$ cat src/rtl/game_round_ctl_pkg.sv
// Shared encodings and limits for the shooting-game round controller.
package game_round_ctl_pkg;

    localparam int unsigned STATE_W     = 3;
    localparam int unsigned MAX_PLAYERS = 4;
    localparam int unsigned WIN_W       = $clog2(MAX_PLAYERS);

    typedef enum logic [STATE_W-1:0] {
        ST_IDLE      = 3'd0,
        ST_WAIT      = 3'd1,
        ST_COUNTDOWN = 3'd2,
        ST_GAME      = 3'd3,
        ST_SCORE     = 3'd4
    } state_t;

endpackage

$ cat src/rtl/game_round_ctl_if.sv
// Round-controller signal bundle: control inputs from mouse/UART, status outputs to drawing.
interface game_round_ctl_if #(
    parameter int unsigned N_PLAYERS = 2,
    parameter int unsigned SCORE_W   = 8,
    parameter int unsigned SEC_W     = 6
);
    import game_round_ctl_pkg::*;

    // Keep the remote-score bus at least one bit wide for single-player builds.
    localparam int unsigned RS_W = (N_PLAYERS > 1) ? (N_PLAYERS - 1) * SCORE_W : 1;

    logic               play_clicked;
    logic               remote_ready;
    logic               stop;
    logic               hit_local;
    logic [RS_W-1:0]    remote_score;

    logic [STATE_W-1:0] state;
    logic [SCORE_W-1:0] local_score;
    logic [SEC_W-1:0]   time_left;
    logic [WIN_W-1:0]   winner;
    logic               tie;
    logic               round_start;
    logic               round_end;

    modport master (
        output play_clicked, remote_ready, stop, hit_local, remote_score,
        input  state, local_score, time_left, winner, tie, round_start, round_end
    );

    modport slave (
        input  play_clicked, remote_ready, stop, hit_local, remote_score,
        output state, local_score, time_left, winner, tie, round_start, round_end
    );

endinterface

$ cat src/rtl/game_round_ctl_sec_timer.sv
// One-second prescaler feeding a loadable seconds down-counter; expire marks the final wrap.
module game_round_ctl_sec_timer #(
    parameter int unsigned CLK_HZ = 75_000_000,
    parameter int unsigned SEC_W  = 6
) (
    input  logic             pclk,
    input  logic             rst,
    input  logic             i_load,
    input  logic [SEC_W-1:0] i_load_val,
    input  logic             i_run,
    output logic [SEC_W-1:0] o_time_left,
    output logic             o_expire
);

    localparam int unsigned PRESC_W = (CLK_HZ > 1) ? $clog2(CLK_HZ) : 1;

    logic [PRESC_W-1:0] r_presc;
    logic [SEC_W-1:0]   r_time_left;
    logic               w_wrap;

    assign w_wrap      = i_run && (r_presc == PRESC_W'(CLK_HZ - 1));
    assign o_expire    = w_wrap && (r_time_left == SEC_W'(1));
    assign o_time_left = r_time_left;

    always_ff @(posedge pclk) begin
        if (rst) begin
            r_presc     <= '0;
            r_time_left <= '0;
        end else if (i_load) begin
            r_presc     <= '0;
            r_time_left <= i_load_val;
        end else if (!i_run) begin
            r_presc <= '0;
        end else if (w_wrap) begin
            r_presc <= '0;
            if (r_time_left != '0) begin
                r_time_left <= r_time_left - SEC_W'(1);
            end
        end else begin
            r_presc <= r_presc + PRESC_W'(1);
        end
    end

endmodule

$ cat src/rtl/game_round_ctl.sv
// Multi-player round sequencer: IDLE/WAIT/COUNTDOWN/GAME/SCORE with local hit counting
// and registered winner/tie evaluation on the SCORE screen.
module game_round_ctl
    import game_round_ctl_pkg::*;
#(
    parameter int unsigned CLK_HZ    = 75_000_000,
    parameter int unsigned N_PLAYERS = 2,
    parameter int unsigned SCORE_W   = 8,
    parameter int unsigned ROUND_SEC = 30,
    parameter int unsigned COUNT_SEC = 3,
    parameter int unsigned SEC_W     = 6
) (
    input logic              pclk,
    input logic              rst,
    game_round_ctl_if.slave  io_bus
);

    state_t             r_state;
    state_t             w_state_d;
    logic [SCORE_W-1:0] r_local_score;
    logic [WIN_W-1:0]   r_winner;
    logic               r_tie;
    logic               r_round_start;
    logic               r_round_end;

    logic [SEC_W-1:0]   w_time_left;
    logic               w_expire;
    logic               w_load;
    logic [SEC_W-1:0]   w_load_val;
    logic               w_run;
    logic               w_entering;

    logic [WIN_W-1:0]   w_winner;
    logic               w_tie;
    logic [SCORE_W-1:0] w_best;
    logic [SCORE_W-1:0] w_cand;

    always_comb begin
        w_state_d = r_state;
        if (io_bus.stop) begin
            w_state_d = ST_IDLE;
        end else begin
            case (r_state)
                ST_IDLE: begin
                    if (io_bus.play_clicked) begin
                        w_state_d = (N_PLAYERS == 1) ? ST_COUNTDOWN : ST_WAIT;
                    end
                end
                ST_WAIT:      if (io_bus.remote_ready) w_state_d = ST_COUNTDOWN;
                ST_COUNTDOWN: if (w_expire)            w_state_d = ST_GAME;
                ST_GAME:      if (w_expire)            w_state_d = ST_SCORE;
                ST_SCORE:     if (io_bus.play_clicked) w_state_d = ST_WAIT;
                default:                               w_state_d = ST_IDLE;
            endcase
        end
    end

    // Timer is reloaded on every timed-phase entry and zeroed whenever the round is abandoned.
    assign w_entering = (w_state_d != r_state);
    assign w_run      = (r_state == ST_COUNTDOWN) || (r_state == ST_GAME);

    always_comb begin
        w_load     = 1'b0;
        w_load_val = '0;
        if (w_entering) begin
            case (w_state_d)
                ST_COUNTDOWN: begin
                    w_load     = 1'b1;
                    w_load_val = SEC_W'(COUNT_SEC);
                end
                ST_GAME: begin
                    w_load     = 1'b1;
                    w_load_val = SEC_W'(ROUND_SEC);
                end
                ST_IDLE: w_load = 1'b1;
                default: w_load = 1'b0;
            endcase
        end
    end

    game_round_ctl_sec_timer #(
        .CLK_HZ (CLK_HZ),
        .SEC_W  (SEC_W)
    ) u_sec_timer (
        .pclk        (pclk),
        .rst         (rst),
        .i_load      (w_load),
        .i_load_val  (w_load_val),
        .i_run       (w_run),
        .o_time_left (w_time_left),
        .o_expire    (w_expire)
    );

    // Strict maximum wins; an equal score only flags a tie against the current leader.
    always_comb begin
        w_best   = r_local_score;
        w_cand   = '0;
        w_winner = '0;
        w_tie    = 1'b0;
        for (int k = 1; k < N_PLAYERS; k++) begin
            w_cand = io_bus.remote_score[(k - 1) * SCORE_W +: SCORE_W];
            if (w_cand > w_best) begin
                w_best   = w_cand;
                w_winner = WIN_W'(k);
                w_tie    = 1'b0;
            end else if (w_cand == w_best) begin
                w_tie = 1'b1;
            end
        end
    end

    always_ff @(posedge pclk) begin
        if (rst) begin
            r_state       <= ST_IDLE;
            r_local_score <= '0;
            r_winner      <= '0;
            r_tie         <= 1'b0;
            r_round_start <= 1'b0;
            r_round_end   <= 1'b0;
        end else begin
            r_state       <= w_state_d;
            r_round_start <= (w_state_d == ST_GAME) && (r_state != ST_GAME);
            r_round_end   <= (w_state_d == ST_SCORE) && (r_state != ST_SCORE);

            // The SCORE screen keeps the finished round's count even when aborted.
            if (io_bus.stop && (r_state != ST_SCORE)) begin
                r_local_score <= '0;
            end else if ((w_state_d == ST_COUNTDOWN) && (r_state != ST_COUNTDOWN)) begin
                r_local_score <= '0;
            end else if ((r_state == ST_GAME) && io_bus.hit_local && (r_local_score != '1)) begin
                r_local_score <= r_local_score + SCORE_W'(1);
            end

            if (r_state == ST_SCORE) begin
                r_winner <= w_winner;
                r_tie    <= w_tie;
            end
        end
    end

    assign io_bus.state       = r_state;
    assign io_bus.local_score = r_local_score;
    assign io_bus.time_left   = w_time_left;
    assign io_bus.winner      = r_winner;
    assign io_bus.tie         = r_tie;
    assign io_bus.round_start = r_round_start;
    assign io_bus.round_end   = r_round_end;

endmodule

$ cat src/flat_wrapper.sv
// flat-port wrapper written by rule: the top's interface ports become plain ports
module game_round_ctl_flat import game_round_ctl_pkg::*;
#(
    parameter int unsigned CLK_HZ    = 75_000_000,
    parameter int unsigned N_PLAYERS = 2,
    parameter int unsigned SCORE_W   = 8,
    parameter int unsigned ROUND_SEC = 30,
    parameter int unsigned COUNT_SEC = 3,
    parameter int unsigned SEC_W     = 6
)
  (pclk, rst, io_bus_play_clicked, io_bus_remote_ready, io_bus_stop, io_bus_hit_local, io_bus_remote_score, io_bus_state, io_bus_local_score, io_bus_time_left, io_bus_winner, io_bus_tie, io_bus_round_start, io_bus_round_end);
  game_round_ctl_if #(.N_PLAYERS(N_PLAYERS), .SCORE_W(SCORE_W), .SEC_W(SEC_W)) io_bus_i ();
  input logic pclk;
  input logic rst;
  input wire logic [$bits(io_bus_i.play_clicked)-1:0] io_bus_play_clicked;
  input wire logic [$bits(io_bus_i.remote_ready)-1:0] io_bus_remote_ready;
  input wire logic [$bits(io_bus_i.stop)-1:0] io_bus_stop;
  input wire logic [$bits(io_bus_i.hit_local)-1:0] io_bus_hit_local;
  input wire logic [$bits(io_bus_i.remote_score)-1:0] io_bus_remote_score;
  output wire logic [$bits(io_bus_i.state)-1:0] io_bus_state;
  output wire logic [$bits(io_bus_i.local_score)-1:0] io_bus_local_score;
  output wire logic [$bits(io_bus_i.time_left)-1:0] io_bus_time_left;
  output wire logic [$bits(io_bus_i.winner)-1:0] io_bus_winner;
  output wire logic [$bits(io_bus_i.tie)-1:0] io_bus_tie;
  output wire logic [$bits(io_bus_i.round_start)-1:0] io_bus_round_start;
  output wire logic [$bits(io_bus_i.round_end)-1:0] io_bus_round_end;
  assign io_bus_i.play_clicked = io_bus_play_clicked;
  assign io_bus_i.remote_ready = io_bus_remote_ready;
  assign io_bus_i.stop = io_bus_stop;
  assign io_bus_i.hit_local = io_bus_hit_local;
  assign io_bus_i.remote_score = io_bus_remote_score;
  assign io_bus_state = io_bus_i.state;
  assign io_bus_local_score = io_bus_i.local_score;
  assign io_bus_time_left = io_bus_i.time_left;
  assign io_bus_winner = io_bus_i.winner;
  assign io_bus_tie = io_bus_i.tie;
  assign io_bus_round_start = io_bus_i.round_start;
  assign io_bus_round_end = io_bus_i.round_end;
  game_round_ctl #(.CLK_HZ(CLK_HZ), .N_PLAYERS(N_PLAYERS), .SCORE_W(SCORE_W), .ROUND_SEC(ROUND_SEC), .COUNT_SEC(COUNT_SEC), .SEC_W(SEC_W)) u_core (.pclk(pclk), .rst(rst), .io_bus(io_bus_i));
endmodule
$ cat config.mk
export PLATFORM = sky130hd
export DESIGN_NAME = game_round_ctl_flat
export DESIGN_NICKNAME = d
export VERILOG_FILES = /design/src/rtl/game_round_ctl_pkg.sv /design/src/rtl/game_round_ctl_if.sv /design/src/rtl/game_round_ctl_sec_timer.sv /design/src/rtl/game_round_ctl.sv /design/src/flat_wrapper.sv
export SDC_FILE = /design/constraint.sdc
export NUM_CORES = 1
export LEC_CHECK = 0
export ABC_AREA = 1
export ABC_CLOCK_PERIOD_IN_PS = 2700
export CORE_UTILIZATION = 35
export CTS_BUF_LIST = sky130_fd_sc_hd__clkbuf_16
export DETAILED_ROUTE_END_ITERATION = 7
export PLACE_DENSITY = 0.56
export SLEW_MARGIN = 20
export SYNTH_ARGS = -nofsm -noshare
export SYNTH_HDL_FRONTEND = slang
export SYNTH_SLANG_ARGS = --single-unit
$ cat constraint.sdc
create_clock -name pclk -period 2.7 [get_ports pclk]
set_clock_uncertainty 0.1 [all_clocks]
set_input_delay 0.54 -clock pclk [delete_from_list [all_inputs] [get_ports pclk]]
set_output_delay 0.54 -clock pclk [all_outputs]
set_load 0.02 [all_outputs]
* Word-level counts from Yosys, hierarchy flattened
Cells that the tools add are included.
** Operators by class
- $add $sub $neg :: 3
- Order comparisons :: 1
- Equal/unequal tests :: 15
- Mux-type cells :: 17
- Bitwise gates (word level) :: 1
- Reduce and logical (&&, ||, !) cells :: 20
** Operator list (number)
- 2-to-1 mux 6 bit :: 5
- adder 27 x 1 -> 27 bit, second input constant :: 1
- == test 27 bit, second input constant :: 1
- 2-to-1 mux 3 bit :: 5
- == test 3 x 2 -> 1 bit, second input constant :: 4
- one-hot mux 3 bit (4 select lines) :: 1
- one-hot mux 5 bit (2 select lines) :: 1
- adder 8 x 1 -> 8 bit, second input constant :: 1
- == test 8 bit :: 1
- greater-than comparator 8 bit :: 1
- logical AND 1 bit :: 8
- inequality test 8 bit, second input constant :: 1
- == test 3 bit, second input constant :: 2
- == test 6 x 1 -> 1 bit, second input constant :: 1
- zero test 3 bit :: 2
- inequality test 3 x 2 -> 1 bit, second input constant :: 2
- nonzero test 2 bit :: 3
- nonzero test 6 bit :: 1
- OR reduction 3 bit :: 2
- subtractor 6 x 1 -> 6 bit, second input constant :: 1
- 2-to-1 mux 1 bit :: 5
- OR reduction 4 bit :: 1
- == test 3 x 1 -> 1 bit, second input constant :: 1
- inequality test 3 bit :: 1
- 5 further kinds :: 5
** Storage, ports and cells
- Flip-flop bits (word level) :: 49
- Input bits :: 14
- Output and inout port bits :: 22
- Logic and storage cells :: 65

* Longest topological paths before layout
Gate-level depths: netlist (run 1).
- Word-level depth :: 13
- Gate-level depth with buffers :: 20
- Depth with buffers taken out :: 19

* By module
From an unflattened synthesis (run 1), not the netlist that was laid out.
** Unflattened totals
- Cells, all modules :: 467
- Area total of the unflattened synthesis :: 3103.0 µm²
** Modules (own cells, without submodules)
- game_round_ctl_sec_timer :: times used 1, cells each 305, area each 2016.9 µm², seq. area each 660.6 µm²
- game_round_ctl :: times used 1, cells each 162, area each 1086.0 µm², seq. area each 300.3 µm²

* Worst setup path before layout (run 1)
OpenSTA, ideal clock, no wires.
- Path kind :: register to register
- Start :: register u_core.u_sec_timer.r_time_left[1], in the netlist u_core.u_sec_timer.o_time_left[1]
- End :: register u_core.u_sec_timer.r_presc[19]
- Library setup time :: 0.066 ns
- Arrival time :: 1.979 ns
- Data required time :: 2.534 ns
- Slack :: 0.555 ns
- Cell stages (with the launch flop) :: 16
- Buffers on the path :: 1
- Period minus slack after synthesis :: 2.145 ns
- Path through :: dfxtp_1 inv_1 ha_1 and3_1 nand3_1 nand2_1 nand2_1 nand2_1 nand2_1 nand2_1 nor2_2 nand2_2 nand2_4 nand3_4 buf_6 a21oi_2
** Between the ends
- Longest elaborated chain between the ends :: 10
- Elaborated cells on any way between the ends :: 14
- Classes of those cells :: eq/ne (4); mux (6); reduce/logical (4)
** Ends and longest elaborated chain
- from (decl) :: line game_round_ctl_sec_timer.sv:18 : logic [SEC_W-1:0] r_time_left;
- from (signal assigned) :: line game_round_ctl_sec_timer.sv:31 : r_time_left <= i_load_val;
- from (signal assigned) :: line game_round_ctl_sec_timer.sv:37 : r_time_left <= r_time_left - SEC_W'(1);
- == test 6 x 1 -> 1 bit (*) :: line game_round_ctl_sec_timer.sv:22 : assign o_expire = w_wrap && (r_time_left == SEC_W'(1));
- logical AND 1 bit (*) :: line game_round_ctl_sec_timer.sv:22
- 2-to-1 mux 3 bit, on equally long branches :: line game_round_ctl.sv:51, game_round_ctl.sv:50
- one-hot mux 3 bit (4 select lines) (*) :: line game_round_ctl.sv:43 : case (r_state)
- 2-to-1 mux 3 bit (*) :: line game_round_ctl.sv:40 : if (io_bus.stop) begin
- == test 3 x 2 -> 1 bit or zero test 3 bit (tied branches) :: line game_round_ctl.sv:66 : case (w_state_d)
- OR reduction 3 bit (no line)
- 2-to-1 mux 1 bit :: line game_round_ctl.sv:66
- 2-to-1 mux 1 bit (*) :: line game_round_ctl.sv:65 : if (w_entering) begin
- OR reduction 4 bit (no line) (*)
- to (signal assigned) :: line game_round_ctl_sec_timer.sv:40 : r_presc <= r_presc + PRESC_W'(1);
- to (decl) :: line game_round_ctl_sec_timer.sv:17 : logic [PRESC_W-1:0] r_presc;
Every way passes the cells marked *; elsewhere a longest branch is shown, timed or not.
A chain may end at the register's enable or synchronous reset.

* Worst setup path after layout (run 1)
- Start :: register u_core.u_sec_timer.r_presc[0]
- End :: register u_core.u_sec_timer.r_presc[20]
** Between the ends
- Longest elaborated chain between the ends :: 11
- Elaborated cells on any way between the ends :: 16
- Classes of those cells :: add/sub (1); eq/ne (4); mux (6); reduce/logical (5)
** Ends and longest elaborated chain
- == test 27 bit :: line game_round_ctl_sec_timer.sv:21 : assign w_wrap = i_run && (r_presc == PRESC_W'(CLK_HZ - 1));
- logical AND 1 bit :: line game_round_ctl_sec_timer.sv:21
- logical AND 1 bit :: line game_round_ctl_sec_timer.sv:22
- 2-to-1 mux 3 bit, on equally long branches :: line game_round_ctl.sv:51, game_round_ctl.sv:50
- one-hot mux 3 bit (4 select lines) :: line game_round_ctl.sv:43
- 2-to-1 mux 3 bit :: line game_round_ctl.sv:40
- == test 3 x 2 -> 1 bit or zero test 3 bit (tied branches) :: line game_round_ctl.sv:66
- OR reduction 3 bit (no line)
- 2-to-1 mux 1 bit :: line game_round_ctl.sv:66
- 2-to-1 mux 1 bit :: line game_round_ctl.sv:65
- OR reduction 4 bit (no line)
Parallel ways exist; a longest one is shown, timed or not.

==> impl_metrics.toml, run 1 <==
[run_status]
status = "completed"

[floorplanning]
rows = 32
core_um2 = 7767
die_x_um = 91.85
die_h_um = 91.85
ioPinCount = 36
die-area_um2 = 8436
start_util_pct = 36.37

[timing]
tightest_slew_ns = 0.6786
min_period_over_period_pct = 89.99
tns_ns = 0
final_hold_viol_count = 0
slew_viol_final = 0
max_clock_freq_mhz = 411.6
slew_headroom_pct = 54.56
rsz0062_at_grt = "no"
min_period_ns = 2.430
finalSetupViolCount = 0

[critical_path]
rrSetupSlack_ns = 0.27
crit_chain = "ha_1, nand3_1, nor2_1, nand2_1, nor2_4, nand3_2, nand2_2, nand2_2, nand2_1, nand2_1, nor2_2, nand2_2, nand2_4, nand3_4, buf_12, nor3b_1"
cp.arrival_ns = 2.53
cpPeakStageDelay_ns = 0.37
cp-start-kind = "flop"
path_delay_family = "simple AND/OR/NAND/NOR gates"
path_max_fanout = 27
crit_type = "flop to flop"
r2r-start = "u_core.u_sec_timer.r_presc[0]"
worstPathRequired_ns = 2.80
path_buf_inv = 1
r2r-end = "u_core.u_sec_timer.r_presc[20]"
cpMaxStageDelayCell = "dfxtp_1"
r2r_cells = 16
endpoint_kind = "flop"

[hold_path]
hp-start = "u_core.u_sec_timer.r_presc[0]"
hp-class = "flop to flop"
min_to = "u_core.u_sec_timer.r_presc[0]"
whs_path_depth = 1

[routing]
dr_total_vias = 2562
ant_nets = 0
route.detailed.drc = 0
wl_per_cell_um = 11.05
firstDrtPassIters = 4
drt_wl_total_um = 6045
via_per_inst = 4.684
first_iter_violations = 54

[clock_tree]
cts_sinks = 48
h-tree-depth = 2
clk_pin_slew_worst_paths_ns = 0.06
cts_made_buffers = 5
cts_root_buf = "clkbuf_16"
clock_tree.buffer_depth = 2
cts_tree = "yes"
insertion_delay_ns = 0.28

[placement]
place_congestion = 0.8512
dpl.hpwl_um = 4583
dp_cells = 537
io_buffers = 34

[cells_and_area]
n_antenna_cell = 0
area_growth_pct = 21.83
layout.nets = 472
final_cell_count_no_fill = 547
drive_gt1_share_pct = 12.81

[grt]
grt-ovfl-total = 0
grt_start_max_net_pins = 28
grt_use_total_pct = 15.08
grt_first_pass_wirelength_um = 10430
first_global_vias = 2359
antenna_found_initial = 0

[power]
powerDensity_nw_per_um2 = 433.4
irDropWorstVdd_v = 0.0001946
leakagePower_nw = 1.343

[logic_synthesis]
async_flop_share_pct = 0
ys_types = 36
synth_seq_area_share_pct = 34.01
yosysWarnings = 0
syn_area_um2 = 2825
ys.flop_type = "dfxtp_1"
synth_cells = 403
synth_edf_count = 0
synthesis.nets = 430
ys_ff_latch = 48
syn_avg_cell_area_um2 = 7.010

[run]
cap_viol_max_count = 0
[worst register-to-register path, delay by kind of cell, from the launching register on]
family        cells  cell delay (ns)
buf+inv           1             0.18
simple gates     14             1.51
flops             1             0.37
fa+ha+maj         1             0.20
[state kept, by name, indices dropped and copies added (netlist names)]
name                            cells
u_core.u_sec_timer.o_time_left      6
u_core.io_bus.local_score           8
u_core.io_bus.round_start           1
u_core.io_bus.winner                1
u_core.io_bus.state                 3
u_core.io_bus.round_end             1
u_core.u_sec_timer.r_presc         27
u_core.io_bus.tie                   1
[cell type report]
| class | instances | area (um^2) |
|---|---|---|
| Fill cell | 814 | 4325 |
| Multi-Input combinational cell | 287 | 1585 |
| Sequential cell | 48 | 960.9 |
| Timing Repair Buffer | 40 | 397.9 |
| Inverter | 63 | 236.5 |
| Tap cell | 102 | 127.6 |
| Clock buffer | 5 | 125.1 |
| Clock inverter | 2 | 8.758 |
[placed cells by master, fill, tap and decap left out, types with 6 or more instances in the layout]
cell,n
dfxtp_1,48
nand3_1,24
ha_1,13
inv_2,7
nand2_1,82
xor2_1,16
clkdlybuf4s50_1,34
nor3_1,12
a21oi_1,15
nand4_1,8
nor2_2,16
nor2_1,50
inv_1,57
nor4_1,6
[metrics by stage]
stage	hold slack (ns)	setup slack [ns]	util, %	total power [mW]	cell area (um^2)
2_1_floorplan	0.3274	0.5549	-	0.8614	2825
6_report	0.3584	0.2704	44.31	1.492	3442
4_1_cts	0.3658	0.2163	43.99	1.505	3417
3_5_place_dp	0.3490	0.1575	42.27	0.9177	3283
3_3_place_gp	0.3414	0.1651	42.27	0.9184	3283
5_1_grt	0.3825	0.001368	44.31	1.561	3442
[how the worst max path moves through the flow]
stage	cells after the start	to	slack, ns	from
6_report	16	u_core.u_sec_timer.r_presc[20]	0.27	u_core.u_sec_timer.r_presc[0]
2_1_floorplan	15	u_core.u_sec_timer.r_presc[19]	0.55	u_core.u_sec_timer.o_time_left[1]
4_1_cts	16	u_core.u_sec_timer.r_presc[20]	0.22	u_core.u_sec_timer.r_presc[0]
3_3_place_gp	14	u_core.u_sec_timer.o_time_left[0]	0.17	io_bus_remote_ready
5_1_grt	16	u_core.u_sec_timer.r_presc[14]	0.001	u_core.u_sec_timer.r_presc[0]
3_5_place_dp	12	u_core.u_sec_timer.r_presc[22]	0.16	io_bus_play_clicked
[routing by layer]
layer / wire [um] / up-vias / global-route usage (%)
met5: 0 / - / 0
met4: 92 / 0 / 5.078
met3: 243 / 12 / 2.322
met2: 2572 / 55 / 24.25
met1: 3136 / 1138 / 20.52
li1: - / 1357 / -
[cell usage after synthesis, drive strengths merged, types with 2 or more instances]
master	count	area, um^2
inv	63	236.5
nand3	27	157.7
xor2	16	140.1
xnor2	3	26.28
nor2	67	299.0
a21oi	20	118.9
nor4	6	37.54
nand3b	2	15.01
o21ai	5	25.02
dfxtp	48	960.9
a31oi	2	12.51
nand4	8	50.05
buf	5	45.04
nand2	88	347.8
nor3	14	80.08
ha	13	162.7
nor3b	4	30.03
or2	5	31.28
[power by group]
| part | total (mW) | switching [mW] | internal, mW | leakage [nW] |
|---|---|---|---|---|
| combinational | 0.185 | 0.102 | 0.0824 | 0.885 |
| clock | 0.582 | 0.249 | 0.333 | 0.0709 |
| sequential | 0.725 | 0.00846 | 0.717 | 0.387 |
| total | 1.49 | 0.360 | 1.13 | 1.34 |
[what timing repair did]
action / CTS / global route
gates resized for setup: 0 / 1
hold buffers: 0 / 0
setup endpoints to repair: 0 / 4
endpoints found under the hold margin: 0 / 0
setup buffers: 0 / 3
[cell families after synthesis]
family | Yosys count | synth area share, %
and+or+nand+nor | 222 | 37.33
DFF | 48 | 34.01
adders and majority gates | 13 | 5.757
other | 1 | 0.1327
AOI/OAI and AO/OA | 32 | 6.909
xor gates and xnor gates | 19 | 5.890
buffers and inverters | 68 | 9.965
(Power assumes the default switching activity.)
==> run 2, diff against run 1 <==
CORE_UTILIZATION = 40   (was 35)
PLACE_DENSITY = 0.62   (was 0.56)
TNS_END_PERCENT = 30   (was not set)
==> run 2 against run 1 <==
Against the previous run:
- first-iteration DRC count is 100% higher
- flip-flop and latch count unchanged
- highest routed layer unchanged
- combinational power barely moved
- count of clock-buffer cells in the layout unchanged
- sequential power about the same
- die area shrank 12%
- via count rose by 1.3%
- cell count down 1.1%
- final area increased by 1.6%
- maximum frequency rose by 0.58%
- sequential share of layout area is 0.37 points lower
==> impl_metrics.toml, run 2 (same netlist as run 1, synthesis figures left out) <==
[power]
p_total_mw = 1.699
leakagePower_nw = 1.363
powerDensity_nw_per_um2 = 485.9
irDropWorstVdd_v = 0.0002558

[clock_tree]
clk_pin_slew_worst_paths_ns = 0.06
cts_tree = "yes"
cts_sinks = 48
h-tree-depth = 2
insertion_delay_ns = 0.29
cts_root_buf = "clkbuf_16"
cts_made_buffers = 5
clock_tree.buffer_depth = 2
cts_hold_buf = 0

[floorplanning]
die_h_um = 86.04
start_util_pct = 41.58
core_um2 = 6794
ioPinCount = 36
die-area_um2 = 7403
die_x_um = 86.04
rows = 30

[grt]
first_global_vias = 2315
grt_first_pass_wirelength_um = 10060
grt_use_total_pct = 16.75
antenna_found_initial = 0
grt-ovfl-total = 0
grt_start_max_net_pins = 28

[critical_path]
crit_type = "flop to flop"
endpoint_kind = "flop"
cp-start-kind = "flop"
r2r_cells = 16
worstPathRequired_ns = 2.81
cp.arrival_ns = 2.53
path_max_fanout = 27

[run_status]
status = "completed"

[timing]
max_clock_freq_mhz = 414.0
min_period_over_period_pct = 89.47
slew_headroom_pct = 53.10
min_period_ns = 2.416
slew_viol_final = 0
finalSetupViolCount = 0
tightest_slew_ns = 0.7003
fin_ws_ns = 0.2844
final_hold_viol_count = 0

[cells_and_area]
final_cell_count_no_fill = 541
utilization_pct = 51.47
final_cell_mix = "82 x nand2_1, 56 x inv_1, 50 x nor2_1, 46 x dfxtp_1, 34 x clkdlybuf4s50_1"
n_antenna_cell = 0
area_growth_pct = 23.78
layout_commonest_cell = "nand2_1"
regMostFlops = "u_core.u_sec_timer.r_presc"
drive_gt1_share_pct = 13.48
layout.nets = 472
largest_register_ffs = 27
final_cell_area_um2 = 3497
fillers = 644

[hold_path]
hp-class = "flop to flop"
whs_path_depth = 1

[routing]
firstDrtPassIters = 4
drt_wl_total_um = 5971
via_per_inst = 4.797
route.detailed.drc = 0
dr_total_vias = 2595
wl_per_cell_um = 11.04
first_iter_violations = 110
ant_nets = 0

[placement]
dpl-instance-area_um2 = 3283
dpl.hpwl_um = 4433
io_buffers = 34
post-place-ws_ns = 0.2022
place_congestion = 0.8512
dp_cells = 532

[run]
cap_viol_max_count = 0
run 2: changes by cell type in the layout (fill, tap and decap cells not counted), sizes merged:
| cell | change |
|---|---|
| inv | -1 |
| bufinv | +2 |
| clkinv | -1 |
run 2: critical path, cell delays in order, from the launching register on:
cell	delay, ns
dfxtp_2	0.35
ha_1	0.18
nand3_1	0.14
nor2_1	0.13
nand2_1	0.11
inv_1	0.07
nand3_1	0.07
nand2_1	0.10
nand2_1	0.10
nand3b_1	0.15
nand2_1	0.08
nor2_2	0.09
nand2_2	0.11
nand2_8	0.12
nand3_4	0.08
buf_12	0.18
nor3b_1	0.17
run 2: path summary, 6_finish.rpt:
| check | from | endpoint | slack, ns |
|---|---|---|---|
| hold / removal | u_core.u_sec_timer.r_presc[0] | u_core.u_sec_timer.r_presc[0] | 0.32 |
| hold reg to reg | u_core.u_sec_timer.r_presc[0] | u_core.u_sec_timer.r_presc[0] | 0.32 |
| setup reg to reg | u_core.u_sec_timer.r_presc[0] | u_core.u_sec_timer.r_presc[22] | 0.28 |
| setup / recovery | u_core.u_sec_timer.r_presc[0] | u_core.u_sec_timer.r_presc[22] | 0.28 |
run 2: layout make-up:
cell class                      instances  area (um^2)  area share [%]
Sequential cell                        48        963.4           27.55
Clock inverter                          2        60.06           1.717
Tap cell                               96        120.1           3.435
Multi-Input combinational cell        287         1594           45.58
Inverter                               63        236.5           6.762
Clock buffer                            5        125.1           3.578
Timing Repair Buffer                   40        397.9           11.38
run 2: repair_timing:
item / in CTS / in global routing
resized for setup: 0 / 4
setup endpoints to repair: 0 / 6
buffers inserted: 0 / 2
run 2: report_power, final:
| group | internal [mW] | switching, mW |
|---|---|---|
| Combinational | 0.0806 | 0.102 |
| Sequential | 0.717 | 0.00831 |
| Clock | 0.526 | 0.266 |
| Total | 1.32 | 0.376 |
run 2: through the flow:
stage	TNS, ns	hold slack, ns
finish	0	0.3198
global route	-0.002129	0.3359
CTS	0	0.3648
detailed placement	0	0.3488
global placement	0	0.3416
floorplan	0	0.3274
run 2: layer usage:
metal / global-route usage [%] / vias to the layer above / routed length (um)
li1: - / 1361 / -
met1: 22.33 / 1157 / 2971
met2: 26.55 / 66 / 2607
met3: 3.657 / 11 / 294
met4: 6.061 / 0 / 98
met5: 0 / - / 0
==> run 3, diff against run 2 <==
TNS_END_PERCENT = 10   (was 30)
==> results of run 3 <==
The final DEF is identical to that of run 2; final timing and power are the same.
